File: src/rtl/conv2d_fx_pkg.sv
// Shared types and helpers for the fixed-point conv2d engine.
// Latency: n/a (package only).
// Backpressure: n/a.
package conv2d_fx_pkg;

  typedef enum logic [2:0] {
    IDLE,
    BIAS,
    MAC,
    DRAIN,
    WRITE,
    DONE
  } state_e;

  // Output feature-map edge length for a square input and kernel
  function automatic int out_dim_fn(input int in_dim, input int k,
                                    input int stride, input int pad);
    return (in_dim + 2 * pad - k) / stride + 1;
  endfunction

  // Clamp a signed value to the range of a w-bit signed word
  function automatic logic signed [63:0] sat_fn(input logic signed [63:0] v,
                                                input int w);
    logic signed [63:0] hi;
    logic signed [63:0] lo;
    hi = (64'sd1 <<< (w - 1)) - 64'sd1;
    lo = -hi - 64'sd1;
    if (v > hi) return hi;
    if (v < lo) return lo;
    return v;
  endfunction

  // Replace negative values with zero
  function automatic logic signed [63:0] relu_fn(input logic signed [63:0] v);
    return (v < 64'sd0) ? 64'sd0 : v;
  endfunction

endpackage

File: src/rtl/conv2d_fx_mac.sv
// Fixed-point accumulator: bias load, product accumulate, shift+saturate result register.
// Latency: result register updates on the edge that folds in the last product.
// Backpressure: none; controls are driven by the owning FSM. CONV2D_FX_RELU_EN zeroes negative results.
module conv2d_fx_mac
  import conv2d_fx_pkg::*;
#(
  parameter int DATA_W = 16,
  parameter int FRAC_W = 8,
  parameter int ACC_W  = 40
) (
  input  logic                     clk,
  input  logic                     rst_n,
  input  logic                     clr_i,
  input  logic                     load_bias_i,
  input  logic                     acc_en_i,
  input  logic                     latch_i,
  input  logic signed [DATA_W-1:0] bias_i,
  input  logic signed [DATA_W-1:0] act_i,
  input  logic signed [DATA_W-1:0] wgt_i,
  output logic        [DATA_W-1:0] res_o
);

  logic signed [ACC_W-1:0]    acc_q, acc_d;
  logic signed [2*DATA_W-1:0] prod;
  logic signed [ACC_W-1:0]    shifted;
  logic signed [63:0]         sat_v;
  logic signed [63:0]         fin_v;
  logic        [DATA_W-1:0]   res_q, res_d;

  assign prod = act_i * wgt_i;

  // Next accumulator value: clear, seed with bias in the output's Q format, or add a product
  always_comb begin
    acc_d = acc_q;
    if (clr_i) begin
      acc_d = '0;
    end else if (load_bias_i) begin
      acc_d = ACC_W'(bias_i) <<< FRAC_W;
    end else if (acc_en_i) begin
      acc_d = acc_q + ACC_W'(prod);
    end
  end

  // Result is taken from acc_d so the word is ready the cycle right after the final product
  always_comb begin
    shifted = acc_d >>> FRAC_W;
    sat_v   = sat_fn(64'(shifted), DATA_W);
`ifdef CONV2D_FX_RELU_EN
    fin_v   = relu_fn(sat_v);
`else
    fin_v   = sat_v;
`endif
    res_d   = latch_i ? DATA_W'(fin_v) : res_q;
  end

  // Accumulator and result registers
  always_ff @(posedge clk or negedge rst_n) begin
    if (!rst_n) begin
      acc_q <= '0;
      res_q <= '0;
    end else begin
      acc_q <= acc_d;
      res_q <= res_d;
    end
  end

  assign res_o = res_q;

endmodule

File: src/rtl/conv2d_fx_engine.sv
// Multi-channel strided/padded 2D convolution controller with fixed-point MAC (CONV2D_FX_RELU_EN optional).
// Latency: NUM_IN*K*K+3 cycles per output pixel, constant write spacing.
// Backpressure: none; memories are assumed to answer one cycle after each read strobe.
module conv2d_fx_engine
  import conv2d_fx_pkg::*;
#(
  parameter int NUM_IN  = 1,
  parameter int NUM_OUT = 1,
  parameter int IN_DIM  = 5,
  parameter int K       = 3,
  parameter int STRIDE  = 1,
  parameter int PAD     = 0,
  parameter int DATA_W  = 16,
  parameter int FRAC_W  = 8,
  parameter int ACC_W   = 40,
  parameter int ADDR_W  = 16
) (
  input  logic              clk,
  input  logic              rst_n,
  input  logic              start,
  output logic              busy,
  output logic              done,
  output logic              act_rd_en,
  output logic [ADDR_W-1:0] act_rd_addr,
  input  logic [DATA_W-1:0] act_rd_data,
  output logic              wgt_rd_en,
  output logic [ADDR_W-1:0] wgt_rd_addr,
  input  logic [DATA_W-1:0] wgt_rd_data,
  output logic              bias_rd_en,
  output logic [ADDR_W-1:0] bias_rd_addr,
  input  logic [DATA_W-1:0] bias_rd_data,
  output logic              out_wr_en,
  output logic [ADDR_W-1:0] out_wr_addr,
  output logic [DATA_W-1:0] out_wr_data
);

  localparam int OUT_DIM = out_dim_fn(IN_DIM, K, STRIDE, PAD);
  localparam int CW      = 16;
  localparam logic [CW-1:0] ONE = CW'(1);
  localparam logic [CW-1:0] KL  = CW'(K - 1);
  localparam logic [CW-1:0] ICL = CW'(NUM_IN - 1);
  localparam logic [CW-1:0] OCL = CW'(NUM_OUT - 1);
  localparam logic [CW-1:0] ODL = CW'(OUT_DIM - 1);

  state_e state_q, state_d;
  logic [CW-1:0] kx_q, kx_d, ky_q, ky_d, ic_q, ic_d;
  logic [CW-1:0] ox_q, ox_d, oy_q, oy_d, oc_q, oc_d;
  logic act_vld_q, wgt_vld_q, bias_vld_q;
  logic last_tap, last_pix, in_range;
  logic signed [31:0] iy, ix;
  logic [DATA_W-1:0] act_eff, wgt_eff, bias_eff, res;

  assign last_tap = (ic_q == ICL) && (ky_q == KL) && (kx_q == KL);
  assign last_pix = (oc_q == OCL) && (oy_q == ODL) && (ox_q == ODL);

  // Signed input coordinates of the current tap; padded taps fall outside the map
  always_comb begin
    iy       = int'(oy_q) * STRIDE + int'(ky_q) - PAD;
    ix       = int'(ox_q) * STRIDE + int'(kx_q) - PAD;
    in_range = (iy >= 0) && (iy < IN_DIM) && (ix >= 0) && (ix < IN_DIM);
  end

  // FSM next state and strobes
  always_comb begin
    state_d    = state_q;
    busy       = 1'b0;
    done       = 1'b0;
    bias_rd_en = 1'b0;
    wgt_rd_en  = 1'b0;
    act_rd_en  = 1'b0;
    out_wr_en  = 1'b0;
    case (state_q)
      IDLE: if (start) state_d = BIAS;
      BIAS: begin
        busy       = 1'b1;
        bias_rd_en = 1'b1;
        state_d    = MAC;
      end
      MAC: begin
        busy      = 1'b1;
        wgt_rd_en = 1'b1;
        act_rd_en = in_range;
        if (last_tap) state_d = DRAIN;
      end
      DRAIN: begin
        busy    = 1'b1;
        state_d = WRITE;
      end
      WRITE: begin
        busy      = 1'b1;
        out_wr_en = 1'b1;
        state_d   = last_pix ? DONE : BIAS;
      end
      DONE: begin
        done    = 1'b1;
        state_d = IDLE;
      end
      default: state_d = IDLE;
    endcase
  end

  // Loop counters: taps (ic,ky,kx) advance per MAC cycle, pixels (oc,oy,ox) per write
  always_comb begin
    kx_d = kx_q;
    ky_d = ky_q;
    ic_d = ic_q;
    ox_d = ox_q;
    oy_d = oy_q;
    oc_d = oc_q;
    if (state_q == IDLE) begin
      kx_d = '0;
      ky_d = '0;
      ic_d = '0;
      ox_d = '0;
      oy_d = '0;
      oc_d = '0;
    end else if (state_q == MAC) begin
      if (kx_q == KL) begin
        kx_d = '0;
        if (ky_q == KL) begin
          ky_d = '0;
          ic_d = (ic_q == ICL) ? '0 : ic_q + ONE;
        end else begin
          ky_d = ky_q + ONE;
        end
      end else begin
        kx_d = kx_q + ONE;
      end
    end else if (state_q == WRITE) begin
      if (ox_q == ODL) begin
        ox_d = '0;
        if (oy_q == ODL) begin
          oy_d = '0;
          oc_d = (oc_q == OCL) ? '0 : oc_q + ONE;
        end else begin
          oy_d = oy_q + ONE;
        end
      end else begin
        ox_d = ox_q + ONE;
      end
    end
  end

  // State, counters and read-data valid flags
  always_ff @(posedge clk or negedge rst_n) begin
    if (!rst_n) begin
      state_q    <= IDLE;
      kx_q       <= '0;
      ky_q       <= '0;
      ic_q       <= '0;
      ox_q       <= '0;
      oy_q       <= '0;
      oc_q       <= '0;
      act_vld_q  <= 1'b0;
      wgt_vld_q  <= 1'b0;
      bias_vld_q <= 1'b0;
    end else begin
      state_q    <= state_d;
      kx_q       <= kx_d;
      ky_q       <= ky_d;
      ic_q       <= ic_d;
      ox_q       <= ox_d;
      oy_q       <= oy_d;
      oc_q       <= oc_d;
      act_vld_q  <= act_rd_en;
      wgt_vld_q  <= wgt_rd_en;
      bias_vld_q <= bias_rd_en;
    end
  end

  // Addresses are held at zero whenever their strobe is low
  assign act_rd_addr  = act_rd_en  ? ADDR_W'((int'(ic_q) * IN_DIM + iy) * IN_DIM + ix) : '0;
  assign wgt_rd_addr  = wgt_rd_en  ?
      ADDR_W'(((int'(oc_q) * NUM_IN + int'(ic_q)) * K + int'(ky_q)) * K + int'(kx_q)) : '0;
  assign bias_rd_addr = bias_rd_en ? ADDR_W'(oc_q) : '0;
  assign out_wr_addr  = out_wr_en  ?
      ADDR_W'((int'(oc_q) * OUT_DIM + int'(oy_q)) * OUT_DIM + int'(ox_q)) : '0;
  assign out_wr_data  = out_wr_en  ? res : '0;

  // Read data only counts in the cycle after its strobe; padded taps contribute zero
  assign act_eff  = act_vld_q  ? act_rd_data  : '0;
  assign wgt_eff  = wgt_vld_q  ? wgt_rd_data  : '0;
  assign bias_eff = bias_vld_q ? bias_rd_data : '0;

  conv2d_fx_mac #(
    .DATA_W (DATA_W),
    .FRAC_W (FRAC_W),
    .ACC_W  (ACC_W)
  ) u_mac (
    .clk         (clk),
    .rst_n       (rst_n),
    .clr_i       (state_q == IDLE),
    .load_bias_i (bias_vld_q),
    .acc_en_i    (wgt_vld_q),
    .latch_i     (state_q == DRAIN),
    .bias_i      (bias_eff),
    .act_i       (act_eff),
    .wgt_i       (wgt_eff),
    .res_o       (res)
  );

endmodule

File: config.mk
export PLATFORM = sky130hd
export DESIGN_NAME = conv2d_fx_engine
export DESIGN_NICKNAME = d
export VERILOG_FILES = /design/src/rtl/conv2d_fx_pkg.sv /design/src/rtl/conv2d_fx_mac.sv /design/src/rtl/conv2d_fx_engine.sv
export SDC_FILE = /design/constraint.sdc
export NUM_CORES = 2
export LEC_CHECK = 0
export BUFFER_PORTS_ARGS = -buffer_cell sky130_fd_sc_hd__clkbuf_2
export CAP_MARGIN = 30
export CELL_PAD_IN_SITES_DETAIL_PLACEMENT = 1
export CELL_PAD_IN_SITES_GLOBAL_PLACEMENT = 2
export CORE_MARGIN = 8
export CORE_UTILIZATION = 41
export CTS_CLUSTER_DIAMETER = 60
export CTS_CLUSTER_SIZE = 24
export DETAILED_ROUTE_END_ITERATION = 6
export GPL_TIMING_DRIVEN = 0
export HOLD_SLACK_MARGIN = 0.12
export PLACE_DENSITY_LB_ADDON = 0.3
export SYNTH_ARGS = -nofsm -noshare
export SYNTH_HDL_FRONTEND = slang
export SYNTH_HIERARCHICAL = 1
export SYNTH_SLANG_ARGS = --single-unit
File: constraint.sdc
create_clock -name clk -period 8.7 [get_ports clk]
set_input_delay 1.305 -clock clk [delete_from_list [all_inputs] [get_ports clk]]
set_output_delay 1.305 -clock clk [all_outputs]
set_load 0.05 [all_outputs]
* After elaboration in Yosys (flattened, before gate mapping)
Cells that the tools add are included.
W data, S select, Z words.
** Word-level totals
- Logic and storage cells :: 132
- Flip-flop bits (word level) :: 158
- Bits of input ports :: 51
** Operators by class
- $lt $le $gt $ge :: 6
- Muxes and demuxes :: 54
- Multipliers :: 7
- Reductions and logical operators :: 24
- Equal/unequal tests :: 12
- $add $sub $neg :: 16
** Operators with widths (count)
- $mux W16 :: 38
- $mux W40 :: 3
- $add A16 B1 Y16 const B :: 6
- $eq A16 B2 Y1 const B :: 4
- $add A16 B16 Y17 :: 3
- $add A16 B16 Y16 :: 3
- $add A40 B32 Y40 :: 1
- $ge A17 B1 Y1 const B :: 2
- $lt A17 B3 Y1 const B :: 2
- $gt A32 B16 Y1 const B :: 1
- $logic_not A16 Y1 :: 2
- $lt A32 B16 Y1 const B :: 1
- $mul A16 B16 Y32 :: 1
- $add A19 B16 Y20 :: 1
- $add A19 B17 Y20 :: 1
- $mul A20 B2 Y16 const B :: 1
- $mul A20 B3 Y16 const B :: 1
- $add A18 B16 Y19 :: 1
- $mul A16 B3 Y19 const B :: 1
- $mul A17 B2 Y19 const B :: 1
- $mul A19 B2 Y16 const B :: 1
- $mul A16 B2 Y18 const B :: 1
- $pmux W3 S5 :: 1
- $reduce_bool A2 Y1 :: 6
- other kinds (14) :: 36

* Logic depth before layout (Yosys ltp)
- Depth after elaboration :: 11
- Gate-level depth with buffers :: 30
- Gate-level depth less buffers :: 30

* Hierarchy
Netlist, hierarchy kept.
** By module, submodules not included
- conv2d_fx_mac :: cells each 1675, instances 1, area an instance 15452.3 um^2
- conv2d_fx_engine :: cells each 1794, instances 1, area an instance 14829.2 um^2

* Worst setup path after synthesis
Ideal clock, no wire load.
- Path type :: input port to flip-flop
- Start point :: in act_rd_data[15]
- End point :: reg u_mac.res_q[4] (netlist: u_mac/res_o[4])
- Path slack :: 0.233 ns
- Cell stages on the path :: 28
- Setup time :: 0.128 ns
- Arrival :: 8.340 ns
- Path through :: and2_1 clkbuf_1 nand2_1 inv_1 fa_1 fa_1 inv_1 fa_1 inv_1 fa_1 fa_1 inv_1 fa_1 inv_1 ha_1 buf_6 a21oi_4 o21ai_2 or2_0 or4_1 a21oi_1 a211o_1 nor2_1 or4_1 or4_4 o21ai_4 buf_8 o21ai_2
** On the way
- Longest elaborated chain between the ends :: 11
- Elaborated cells on any way between the ends :: 14
** Ends and longest elaborated chain
- start: declaration :: line conv2d_fx_engine.sv:25 : input logic [DATA_W-1:0] act_rd_data,
- $mux W16 * :: line conv2d_fx_engine.sv:181 : assign act_eff = act_vld_q ? act_rd_data : '0;
- $mul A16 B16 Y32 * :: line conv2d_fx_mac.sv:30 : assign prod = act_i * wgt_i;
- $add A40 B32 Y40 * :: line conv2d_fx_mac.sv:40 : acc_d = acc_q + ACC_W'(prod);
- $mux W40 * :: line conv2d_fx_mac.sv:39 : end else if (acc_en_i) begin
- $mux W40 * :: line conv2d_fx_mac.sv:37 : end else if (load_bias_i) begin
- $mux W40 * :: line conv2d_fx_mac.sv:35 : if (clr_i) begin
- net u_mac.acc_d[28] :: line conv2d_fx_mac.sv:23 : logic signed [ACC_W-1:0] acc_q, acc_d;
- $lt A32 B16 Y1 :: line conv2d_fx_pkg.sv:29 : if (v < lo) return lo;
- $mux W1 (2 in series) :: line conv2d_fx_pkg.sv:29
- $mux W16 :: line conv2d_fx_pkg.sv:30 : return v;
- $mux W16 * :: line conv2d_fx_pkg.sv:29
- end signal: assignment :: line conv2d_fx_mac.sv:63 : res_q <= res_d;
- end: declaration :: line conv2d_fx_mac.sv:28 : logic [DATA_W-1:0] res_q, res_d;
Mark *: on every way through the listed nets, which the timed path passes. The rest lies on a longest branch. The select of a mux whose other input is x is not followed.
A chain may end at the register's enable or synchronous reset.

* Worst setup path in the final report
- Start point :: in act_rd_data[15]
- End point :: reg u_mac.res_q[11] (netlist: u_mac/res_o[11])
** On the way
- Longest elaborated chain between the ends :: 11
- Elaborated cells on any way between the ends :: 14
** Ends and longest elaborated chain
- $mux W16 * :: line conv2d_fx_engine.sv:181
- net act_eff[15] :: line conv2d_fx_engine.sv:51 : logic [DATA_W-1:0] act_eff, wgt_eff, bias_eff, res;
- $mul A16 B16 Y32 * :: line conv2d_fx_mac.sv:30
- $add A40 B32 Y40 * :: line conv2d_fx_mac.sv:40
- $mux W40 * :: line conv2d_fx_mac.sv:39
- $mux W40 * :: line conv2d_fx_mac.sv:37
- $mux W40 * :: line conv2d_fx_mac.sv:35
- net u_mac.acc_d[28] :: line conv2d_fx_mac.sv:23
- $lt A32 B16 Y1 :: line conv2d_fx_pkg.sv:29
- $mux W1 (2 in series) :: line conv2d_fx_pkg.sv:29
- $mux W16 :: line conv2d_fx_pkg.sv:30
- $mux W16 * :: line conv2d_fx_pkg.sv:29
Marks and branches as above.

==> results.rst <==
.. list-table::
   :header-rows: 1

   * - Metric
     - Value
   * - Layout cells sized above 1
     - 11.5%
   * - Transition time of the tightest slew-check pin
     - 910 ps
   * - Crit path capture type
     - register
   * - Number of buffers on the longest clock path
     - 2
   * - Sequential fraction of the synthesis area
     - 13.1%
   * - Startpoint type of the worst setup path
     - input port
   * - Worst EP required
     - 9050 ps
   * - Cell at the root of the clock tree
     - clkbuf_16
   * - Pin count of the biggest net entering global routing
     - 87
   * - Via count of the first global-routing pass
     - 27.2k
   * - Antenna cells
     - 0
   * - Total clock sinks
     - 158
   * - Portion of total power attributed to the clock network
     - 11.1%
   * - Hold Slack
     - 514 ps
   * - Area fraction of the dominant cell type after synthesis
     - 27.4%
   * - R2r endpoint
     - u_mac/res_o[11]
   * - Number of cells in the design after placement
     - 4566
   * - Cell types with the largest area share after synthesis
     - fa_1 (27%), ha_1 (13%), dfrtp_1 (13%)
   * - Area Growth Syn to Fin
     - 10.9%
   * - Ports
     - 137
   * - Count of max-cap constraint violations
     - 0
   * - Total of endpoints with negative setup slack in the final report
     - 0
   * - Area taken by flip-flops and latches
     - 3980 sq um
   * - Largest stage delay on the critical path
     - 660 ps
   * - DP Worst Slack
     - -1400 ps
   * - Worst setup path startpoint
     - act_rd_data[15]
   * - DRC
     - 0
   * - Synthesis-stage register bit count
     - 158
   * - Reg2Reg Launch Point
     - wgt_vld_q
   * - Net count after synthesis
     - 4253
   * - Sw Ratio
     - 55.3%
   * - Register share of total power
     - 14.5%
   * - Largest area contributor in the netlist
     - fa_1
   * - 1st-iter DRT viols
     - 1185
   * - Area after DPL
     - 32200 sq um
   * - Routability congestion estimate
     - 0.925
   * - Mean cell area of the mapped netlist
     - 8.73 sq um
   * - Portion of the clock cycle consumed by the worst path in the final layout
     - 98.2%
   * - Worst max-slew margin expressed relative to the limit
     - 39.3%
   * - Setup repair after global routing missed its margin
     - yes
   * - Final net count
     - 4444
   * - Total power per unit cell area
     - 211 nW/um^2
   * - Upper clock frequency limit
     - 117 MHz
   * - Minimum clock period after layout
     - 8540 ps
   * - Buffers on Ports
     - 136
   * - Detailed placer's ending HPWL
     - 83600 um
   * - Clk_lat worst skew
     - 460 ps
   * - Capture point of the worst path
     - u_mac/res_o[11]
   * - Total congestion overflow after global routing
     - 0
   * - Startpoint of the most critical hold path
     - oc_q[15]
   * - Die outline width
     - 288 um
   * - TritonRoute pass-1 iters
     - 5
   * - Slowest cell on the critical path
     - fa_2
   * - Core outline area
     - 73100 sq um
   * - Critical path arrival
     - 8890 ps
   * - Remaining antenna violation count
     - 0
   * - Net switching component of the power
     - 3920 uW
   * - Number of fill cells in the layout
     - 8747
   * - Worst reg2reg path depth
     - 29
   * - Antenna violations before repair
     - 1
   * - DIE AREA
     - 82800 sq um
   * - TritonCTS clock tree
     - built
   * - Commonest non-fill, non-tap cell in the layout
     - inv_1
   * - Cell Count, Final, Fillers Out
     - 4632
   * - Total length of routed wires
     - 98900 um
   * - Internal Dissipation
     - 3170 uW
   * - Placement row count
     - 99
   * - Hold/Removal Path Class
     - register to register
   * - Count of cell types in the netlist
     - 97
   * - Area of the multi-input gates
     - 24100 sq um
   * - Max-slew violation count
     - 0
   * - Initial core utilization
     - 41.4%
   * - Static leakage
     - 0.0176 uW
   * - Async set-reset flop share out of synthesis
     - 100%
   * - Post-route setup slack
     - 159 ps
   * - Clock slew at the register clock pins of the worst setup and hold paths
     - 70 ps
   * - Category of the critical setup timing path
     - input port to register
   * - VDD IR-drop max
     - 0.143 mV
   * - Vias
     - 25.1k
   * - Inserted Clock Buffers
     - 17
   * - Number of hold violations in the final report
     - 0
   * - Post-synthesis instance area
     - 30300 sq um
   * - Worst-path fanout max
     - 8
   * - CTS H-tree lvls
     - 4
   * - Die Span Y
     - 288 um
   * - Number of enable-type register cells in the synthesized netlist
     - 0
   * - Layout Utilization
     - 46.0%
   * - All-Layer GR Usage
     - 24.1%
   * - Routed via count divided by cell count
     - 5.42
   * - Gate count of the mapped netlist
     - 3469
   * - Quantity of hold-fixing buffers added after cts
     - 0
   * - Commonest register cell after synthesis
     - dfrtp_1
   * - Routed len/inst
     - 21.4 um
   * - Total number of yosys warnings
     - 6
   * - Register-to-register path setup slack
     - 280 ps
   * - Final setup skew
     - 15.5 ps
   * - First-pass GRT wire length
     - 156000 um
   * - Leading cell types in the layout, fill and taps excluded
     - inv_1 (569), fa_1 (411), ha_1 (314), nand2_1 (279), nor2_1 (232)
   * - Final Instance Area
     - 33600 sq um
   * - Status
     - completed
   * - Share of total power in combinational logic
     - 74.4%
-- timing repair --
| action | in CTS | in global routing |
|---|---|---|
| endpoints found under the setup margin | 23 | 18 |
| buffers inserted | 4 | 29 |
| gates cloned | 0 | 1 |
| resized for setup | 85 | 141 |
| pin swaps | 4 | 23 |
-- metal layers --
| metal | wire, um | GRT usage (%) |
|---|---|---|
| met1 | 42900 | 30.5 |
| met2 | 48900 | 42.6 |
| met3 | 3360 | 2.50 |
| met4 | 3760 | 8.23 |
| met5 | 0 | 0 |
-- worst max-delay path, delay by kind of cell --
| family | cells | cell delay, ps |
|---|---|---|
| simple gates | 7 | 2090 |
| fa+ha+maj | 7 | 3520 |
| compound gates | 6 | 860 |
| buf+inv | 9 | 1100 |
-- cell usage after synthesis (all sizes together), types with 75 or more instances --
master,count
inv,572
fa,415
ha,318
nand2,285
nor2,233
and2,203
o21ai,179
a21oi,160
dfrtp,158
xnor2,117
clkbuf,77
xor2,75
-- per-stage QoR --
step	total power, uW	setup TNS [ps]
after floorplan	4530	0
after global placement	6030	-20070
after detailed placement	6080	-23030
after CTS	7000	0
after global routing	7730	-104
final	7090	0
-- state kept, by name, summed over array words and instances (netlist names) --
register and count:
act_vld_q 1, bias_vld_q 1, ic_q 16, kx_q 16, ky_q 16, oc_q 16, ox_q 16, oy_q 16
state_q 3, u_mac/acc_q 40, u_mac/res_o 16, wgt_vld_q 1
-- worst min path at each step --
stage	end	cells past startpoint
6_report	oc_q[15]	1
5_1_grt	oc_q[15]	1
4_1_cts	oc_q[15]	1
3_5_place_dp	oc_q[15]	1
3_3_place_gp	oc_q[15]	1
2_1_floorplan	oc_q[15]	1
-- power by group through the flow --
stage / Combinational (uW) / Sequential (uW) / Clock (uW)
after floorplan: 3580 / 954 / 0
after global placement: 4980 / 1050 / 0
after detailed placement: 5030 / 1050 / 0
after CTS: 5170 / 1030 / 799
after global routing: 5870 / 1040 / 825
final: 5270 / 1030 / 785
-- final cells by class --
cell class                      instances  share of cell area (%)
Multi-Input combinational cell       2639                    71.7
Timing Repair Buffer                  173                    3.07
Sequential cell                       158                    11.8
Buffer                                 99                    1.67
Inverter                              572                    6.41
Clock buffer                           19                    1.29
Tap cell                              959                    3.57
Clock inverter                         13                   0.458
-- kinds of logic after synthesis --
| logic type | count (synthesis) | share of synthesized area, % |
|---|---|---|
| simple gates | 1069 | 17.9 |
| fa+ha+maj | 733 | 40.6 |
| mux | 41 | 1.38 |
| flops | 158 | 13.1 |
| xor+xnor | 194 | 5.70 |
| buf+inv | 672 | 8.52 |
| compound gates | 602 | 12.9 |
Note: power is estimated with default switching activity, not from simulation.
